$ cat config.mk
export PLATFORM = sky130hd
export DESIGN_NAME = cpuc_mux_arb_flat
export DESIGN_NICKNAME = d
export VERILOG_FILES = /design/src/rtl/cpuc_package.sv /design/src/rtl/cpuc_mux_arb_if.sv /design/src/rtl/cpuc_mux_arb.sv /design/src/flat_wrapper.sv
export SDC_FILE = /design/constraint.sdc
export NUM_CORES = 1
export LEC_CHECK = 0
export ABC_AREA = 1
export CAP_MARGIN = 10
export CORE_UTILIZATION = 32
export CTS_CLUSTER_DIAMETER = 30
export DETAILED_ROUTE_END_ITERATION = 10
export GPL_TIMING_DRIVEN = 0
export PLACE_DENSITY = 0.7
export SYNTH_ARGS = -nofsm -noshare
export SYNTH_HDL_FRONTEND = slang
export SYNTH_SLANG_ARGS = --single-unit
$ cat constraint.sdc
create_clock -name Clk -period 1.25 [get_ports Clk]
set_input_delay 0.25 -clock Clk [delete_from_list [all_inputs] [get_ports Clk]]
set_output_delay 0.25 -clock Clk [all_outputs]
set_load 0.02 [all_outputs]
$ cat src/rtl/cpuc_package.sv
// Shared constants for the cpuc datapath blocks.
package cpuc_package;
    parameter int DATA_WIDTH = 8;
endpackage

$ cat src/rtl/cpuc_mux_arb_if.sv
// Bundles both requester handshakes and the output handshake of cpuc_mux_arb.
// slave is the arbiter's view; master is the view of whoever drives it.
interface cpuc_mux_arb_if #(
    parameter int DATA_WIDTH = cpuc_package::DATA_WIDTH
);
    logic                  in0_valid;
    logic [DATA_WIDTH-1:0] in0_data;
    logic                  in0_ready;
    logic                  in1_valid;
    logic [DATA_WIDTH-1:0] in1_data;
    logic                  in1_ready;
    logic                  out_valid;
    logic [DATA_WIDTH-1:0] out_data;
    logic                  out_sel;
    logic                  out_ready;

    modport slave (
        input  in0_valid, in0_data, in1_valid, in1_data, out_ready,
        output in0_ready, in1_ready, out_valid, out_data, out_sel
    );

    modport master (
        output in0_valid, in0_data, in1_valid, in1_data, out_ready,
        input  in0_ready, in1_ready, out_valid, out_data, out_sel
    );
endinterface

$ cat src/rtl/cpuc_mux_arb.sv
// Two-requester arbiter feeding a single registered output slot through cpuc_mux.
// Define CPUC_MUX_ARB_RR_EN for round-robin tie breaking; default is fixed priority to requester 0.
module cpuc_mux #(
    parameter int DATA_WIDTH = cpuc_package::DATA_WIDTH
) (
    input  logic                  ctrl_i,
    input  logic [DATA_WIDTH-1:0] in0_i,
    input  logic [DATA_WIDTH-1:0] in1_i,
    output logic [DATA_WIDTH-1:0] out_o
);
    assign out_o = ctrl_i ? in1_i : in0_i;
endmodule

module cpuc_mux_arb #(
    parameter int DATA_WIDTH = cpuc_package::DATA_WIDTH
) (
    input logic           Clk,
    input logic           Rst_N,
    cpuc_mux_arb_if.slave bus
);
    typedef enum logic {EMPTY = 1'b0, FULL = 1'b1} state_t;

    state_t                state_q, state_d;
    logic [DATA_WIDTH-1:0] data_q, data_d;
    logic                  sel_q, sel_d;
    logic [DATA_WIDTH-1:0] muxData;
    logic                  loadEn;
    logic                  anyValid;
    logic                  grant;
    logic                  accept;
`ifdef CPUC_MUX_ARB_RR_EN
    logic                  lastGrant_q, lastGrant_d;
`endif

    // Readys are gated by Rst_N so nothing is handshaken while reset is held.
    always_comb begin
        loadEn   = (state_q == EMPTY) || bus.out_ready;
        anyValid = bus.in0_valid || bus.in1_valid;
        if (bus.in0_valid && bus.in1_valid) begin
`ifdef CPUC_MUX_ARB_RR_EN
            grant = ~lastGrant_q;
`else
            grant = 1'b0;
`endif
        end else begin
            grant = bus.in1_valid;
        end
        accept = loadEn && anyValid && Rst_N;
    end

    assign bus.in0_ready = accept && !grant;
    assign bus.in1_ready = accept && grant;

    cpuc_mux #(.DATA_WIDTH(DATA_WIDTH)) uMux (
        .ctrl_i (grant),
        .in0_i  (bus.in0_data),
        .in1_i  (bus.in1_data),
        .out_o  (muxData)
    );

    always_comb begin
        state_d = state_q;
        data_d  = data_q;
        sel_d   = sel_q;
`ifdef CPUC_MUX_ARB_RR_EN
        lastGrant_d = lastGrant_q;
`endif
        if (accept) begin
            state_d = FULL;
            data_d  = muxData;
            sel_d   = grant;
`ifdef CPUC_MUX_ARB_RR_EN
            lastGrant_d = grant;
`endif
        end else if (bus.out_ready) begin
            state_d = EMPTY;
        end
    end

    // last_grant resets to 1 so requester 0 wins the first tie.
    always_ff @(posedge Clk or negedge Rst_N) begin
        if (!Rst_N) begin
            state_q <= EMPTY;
            data_q  <= '0;
            sel_q   <= 1'b0;
`ifdef CPUC_MUX_ARB_RR_EN
            lastGrant_q <= 1'b1;
`endif
        end else begin
            state_q <= state_d;
            data_q  <= data_d;
            sel_q   <= sel_d;
`ifdef CPUC_MUX_ARB_RR_EN
            lastGrant_q <= lastGrant_d;
`endif
        end
    end

    assign bus.out_valid = (state_q == FULL);
    assign bus.out_data  = data_q;
    assign bus.out_sel   = sel_q;
endmodule
$ cat src/flat_wrapper.sv
// flat-port wrapper written by rule: the top's interface ports become plain ports
module cpuc_mux_arb_flat 
#(
    parameter int DATA_WIDTH = cpuc_package::DATA_WIDTH
)
  (Clk, Rst_N, bus_in0_valid, bus_in0_data, bus_in1_valid, bus_in1_data, bus_out_ready, bus_in0_ready, bus_in1_ready, bus_out_valid, bus_out_data, bus_out_sel);
  cpuc_mux_arb_if #(.DATA_WIDTH(DATA_WIDTH)) bus_i ();
  input logic Clk;
  input logic Rst_N;
  input wire logic [$bits(bus_i.in0_valid)-1:0] bus_in0_valid;
  input wire logic [$bits(bus_i.in0_data)-1:0] bus_in0_data;
  input wire logic [$bits(bus_i.in1_valid)-1:0] bus_in1_valid;
  input wire logic [$bits(bus_i.in1_data)-1:0] bus_in1_data;
  input wire logic [$bits(bus_i.out_ready)-1:0] bus_out_ready;
  output wire logic [$bits(bus_i.in0_ready)-1:0] bus_in0_ready;
  output wire logic [$bits(bus_i.in1_ready)-1:0] bus_in1_ready;
  output wire logic [$bits(bus_i.out_valid)-1:0] bus_out_valid;
  output wire logic [$bits(bus_i.out_data)-1:0] bus_out_data;
  output wire logic [$bits(bus_i.out_sel)-1:0] bus_out_sel;
  assign bus_i.in0_valid = bus_in0_valid;
  assign bus_i.in0_data = bus_in0_data;
  assign bus_i.in1_valid = bus_in1_valid;
  assign bus_i.in1_data = bus_in1_data;
  assign bus_i.out_ready = bus_out_ready;
  assign bus_in0_ready = bus_i.in0_ready;
  assign bus_in1_ready = bus_i.in1_ready;
  assign bus_out_valid = bus_i.out_valid;
  assign bus_out_data = bus_i.out_data;
  assign bus_out_sel = bus_i.out_sel;
  cpuc_mux_arb #(.DATA_WIDTH(DATA_WIDTH)) u_core (.Clk(Clk), .Rst_N(Rst_N), .bus(bus_i));
endmodule
# Word level (Yosys, flattened, before mapping)
# Index checks and enable logic that the tools add are counted.
# word_totals
word_cells,17
input_bits,21
register_bits,10
# op_classes
n_reduce_logical,9
n_mux,4
bitwise,1
# op_table
operator,count
8-bit two-way mux,1
1-bit logical AND,5
1-bit two-way mux,3
1-bit logical OR,2
2-bit nonzero test,1
1-bit logical NOT,1
1-bit NOT,1

# Longest topological paths before layout
# depth
depth_word,5
depth_mapped,6
depth_no_buf,6

# By module
# From an unflattened synthesis, not the netlist that was laid out.
# unflattened
hier_cells,77
hier_area_um2,598.1
# modules_own_cells
mod,seq_area_each_um2,instances,cells_per_inst,area_each_um2
cpuc_mux_arb,250.2,1,51,493.0
cpuc_mux,0.0,1,26,105.1

# Worst setup path before layout
# No wires, ideal clock.
# synth_path
path_type,register to output
from,"register u_core.state_q, in the netlist u_core.bus.out_valid"
to,output bus_in0_ready
path_buffers,0
slack_ns,-0.002
required_time_ns,1.000
arrival_ns,1.002
path_stages_with_launch,4
path_cell_list,dfrtp_1 nand2_4 nand2_1 nor2_1
# synth_between
elab_chain_len,5
# synth_lines
element,line_no,text
"start, declared",cpuc_mux_arb.sv:23,"state_t state_q, state_d;"
"start signal, assigned",cpuc_mux_arb.sv:90,state_q <= state_d;
1-bit NOT,cpuc_mux_arb.sv:37,loadEn = (state_q == EMPTY) || bus.out_ready;
1-bit logical OR,cpuc_mux_arb.sv:37,
1-bit logical AND (2 in a row),cpuc_mux_arb.sv:48,accept = loadEn && anyValid && Rst_N;
1-bit logical AND,cpuc_mux_arb.sv:51,assign bus.in0_ready = accept && !grant;
"end, declared",flat_wrapper.sv:15,output wire logic [$bits(bus_i.in0_ready)-1:0] bus_in0_ready;
# No other way between the ends.

# Final worst setup path
# layout_path
from,"register u_core.state_q, in the netlist u_core.bus.out_valid"
to,output bus_in1_ready
# layout_between
elab_chain_len,5
# layout_lines
element,line_no,text
1-bit NOT,cpuc_mux_arb.sv:37,
1-bit logical OR,cpuc_mux_arb.sv:37,
1-bit logical AND (2 in a row),cpuc_mux_arb.sv:48,
1-bit logical AND,cpuc_mux_arb.sv:52,assign bus.in1_ready = accept && grant;
"end, declared",flat_wrapper.sv:16,output wire logic [$bits(bus_i.in1_ready)-1:0] bus_in1_ready;
# No other way between the ends.

==> impl_metrics.toml <==
[drt]
detailed_route_drc_error_count = 3
num_vias = 623
antenna_left = 0
drt-vias-per-instance = 4.68
initialDrtViolationCount = 14
number_of_detailed_route_iterations_in_the_first_pass = 7
detail_route.wirelength_um = 1620
route.detailed.wl_per_inst_um = 12.2

[synthesis]
synth.lib_cells_used.distinct = 11
synth_sequential_area_ratio_pct = 45.1
synth_simple_gate_area_share_pct = 50.1
synth_xor_area_share_pct = 0
postSynthRegisterBits = 10
synth.yosys.warnings = 0
post_synth_mux_area_share_pct = 0
post_synth_fa_ha_maj_area_fraction_pct = 0
synth_top_family_by_area = "simple AND/OR/NAND/NOR gates"
postSynthCellCount = 74
synth-compound-area-share_pct = 0
postSynthAreaPerCell_um2 = 7.49
mappedNetlistNets = 95
post_synth_instance_area_um2 = 554

[placed_design]
finalWeightedCongestion = 0.730
place_inst = 121
detailed_place_hpwl_um = 1070
dp_worst_setup_slack_ns = -1.16
total_of_buffers_placed_on_input_and_output_ports = 31
placedInstanceArea_um2 = 887

[status]
status = "finished, violations left"
violations_in_the_final_reports = "design-rule violations, negative setup slack"

[cts]
clock_latency_ns = 0.27
tritoncts = "done"
cts_buffer_depth = 2
cts_root_buffer = "sky130_fd_sc_hd__clkbuf_4"
clock_sink_count = 10
tritoncts.num_buffers = 3
path_clk_slew_ns = 0.08
h-tree-depth = 1

[power]
powerDensity_nw_per_um2 = 1110
cellLeakagePower_nw = 0.532
sw_frac_of_total_pct = 33.3
power.sequential.fraction_pct = 36.7
worst_ir_drop_vdd_mv = 0.594
internal_power_uw = 737
clock_power_share_pct = 27.6
power.switching_uw = 368
relative_contribution_of_combinational_cells_to_total_power_pct = 35.7

[global_routing]
grt_usage_pct = 18.9
antenna_found_initial = 0
grt_start_max_net_pins = 11
first_pass_grt_wire_length_um = 2650
gr_ovfl_total = 0
via_count_of_the_first_global_routing_pass = 585

[cells_and_area]
layout_stage_area_growth_over_the_synthesis_result_pct = 79.9
final_cells = 133
final_nets = 139
fraction_of_layout_instances_using_a_drive_strength_above_1_pct = 23.1
finish.utilization_pct = 64.0
postLayoutCellArea_um2 = 997
antenna_cells = 0
fillCellCount = 132

[worst_setup_path]
critPathRequiredTime_ns = 1.00
critical_path.reg2reg.startpoint = "u_core.bus.out_valid"
cp_max_fo = 3
crit_path_start_kind = "flop"
critical_path_class = "reg2out"
worst-r2r-setup-slack_ns = 0
r2r_cells = 7
timing.critical_path.arrival_ns = 1.08
worst_setup_path_startpoint = "u_core.bus.out_valid"
setup.worst_path.end = "bus_in1_ready"
r2r-end = "u_core.bus.out_data[2]"
critical_path.endpoint_type = "primary output"

[sta]
tightest_slew_ns = 0.491
rsz_0062_raised_after_global_routing = "yes"
maxSlewViolCount = 0
setup_viol = 3
hold-worst-slack_ns = 0.357
timing.final.hold_violations = 0
max_clock_freq_mhz = 750
min_period_over_period_pct = 107
final.setup.worst_slack_ns = -0.0839
max_slew_margin_pct = 67.2
finalClockSkew_ns = 0.00334
tmin_final_ns = 1.33

[min_path]
path_type_of_the_worst_min_delay_path = "in2reg"

[die]
fp.dieArea_um2 = 1900
dieWidth_um = 43.6
initial_core_util_pct = 35.6
row_count = 14
core_region_area_um2 = 1560
pin_count = 33
die_height_um = 43.6

[flow_run]
drv.max_cap_violation_count = 0
[routing by layer]
metal | vias up | GRT usage (%) | wire length (µm) | part of all wire (%)
met5 | - | 0 | 0 | 0
met4 | 0 | 7.50 | 0 | 0
met3 | 0 | 2.50 | 109 | 6.7
met2 | 26 | 30.1 | 811 | 50
met1 | 279 | 25.8 | 697 | 43
li1 | 318 | - | - | -
[final cells by class]
cell class / count / area [µm²] / area share (%)
inverters: 4 / 17.5 / 1.76
repair buffers: 39 / 364 / 36.5
multi-input cells: 59 / 298 / 29.9
plain buffers: 1 / 11.3 / 1.13
flip-flops and latches: 10 / 250 / 25.1
well taps: 16 / 20.0 / 2.01
clock buffers: 4 / 36.3 / 3.64
[stage by stage]
stage	total power, mW	setup TNS, ns
2_1_floorplan	0.593	0
3_3_place_gp	0.796	-7.93
3_5_place_dp	0.804	-7.95
4_1_cts	1.09	-0.135
5_1_grt	1.16	-0.541
6_report	1.11	-0.152
[cell usage in the layout (no fill, tap or decap), drive strengths merged]
cell,netlist,layout
nand2,46,46
clkdlybuf4s50,0,16
buf,1,11
dfrtp,10,10
nand3,9,9
dlygate4sd2,0,8
nor2,4,4
clkbuf,0,4
clkdlybuf4s15,0,4
inv,4,4
dlygate4sd3,0,1
[how the worst min path moves through the flow]
stage / end / depth (start not counted) / start
final: u_core.bus.out_data[3] / 5 / bus_in1_valid
after global routing: u_core.bus.out_data[7] / 5 / bus_in1_valid
after CTS: u_core.bus.out_data[0] / 5 / bus_in1_valid
after detailed placement: u_core.bus.out_data[1] / 2 / u_core.bus.out_data[1]
after global placement: u_core.bus.out_sel / 2 / u_core.bus.out_sel
after floorplan: u_core.bus.out_data[0] / 0 / Rst_N
[flip-flops by register name, indices dropped and copies added, names as in the netlist]
| name | count |
|---|---|
| u_core.bus.out_sel | 1 |
| u_core.bus.out_data | 8 |
| u_core.bus.out_valid | 1 |
[Yosys cell counts]
library cell | instances | area share [%]
sky130_fd_sc_hd__nand3_4 | 1 | 3.2
sky130_fd_sc_hd__dfrtp_1 | 10 | 45
sky130_fd_sc_hd__buf_6 | 1 | 2.0
sky130_fd_sc_hd__nor2_2 | 1 | 1.1
sky130_fd_sc_hd__nand3_1 | 8 | 7.2
sky130_fd_sc_hd__inv_2 | 2 | 1.4
sky130_fd_sc_hd__nor2_1 | 1 | 0.68
sky130_fd_sc_hd__inv_1 | 2 | 1.4
sky130_fd_sc_hd__nor2_4 | 2 | 4.1
sky130_fd_sc_hd__nand2_4 | 2 | 4.1
sky130_fd_sc_hd__nand2_1 | 44 | 30
[cells by family (layout without fill, tap and decap cells)]
family | Yosys count | count (layout)
and+or+nand+nor | 59 | 59
buffers and inverters | 5 | 48
DFF | 10 | 10
[power groups by stage]
stage,Sequential (mW),Combinational [mW],Clock (mW)
floorplan,0.479,0.114,0
global placement,0.410,0.386,0
detailed placement,0.414,0.390,0
CTS,0.405,0.376,0.311
global route,0.412,0.427,0.323
finish,0.406,0.395,0.305
[critical path, cell delays in order (launching register included)]
cell and delay, ns:
sky130_fd_sc_hd__dfrtp_1 0.42, sky130_fd_sc_hd__nand2_4 0.10, sky130_fd_sc_hd__nand2_4 0.07, sky130_fd_sc_hd__nor2_4 0.10
sky130_fd_sc_hd__buf_6 0.12
[what timing repair did]
| item | CTS | global route |
|---|---|---|
| hold endpoints to repair | 10 | 0 |
| resized for setup | 33 | 6 |
| pin swaps | 2 | 4 |
| buffers inserted | 4 | 3 |
| hold buffers | 1 | 0 |
| endpoints found under the setup margin | 22 | 5 |
Power figures use the tool's default switching activity.
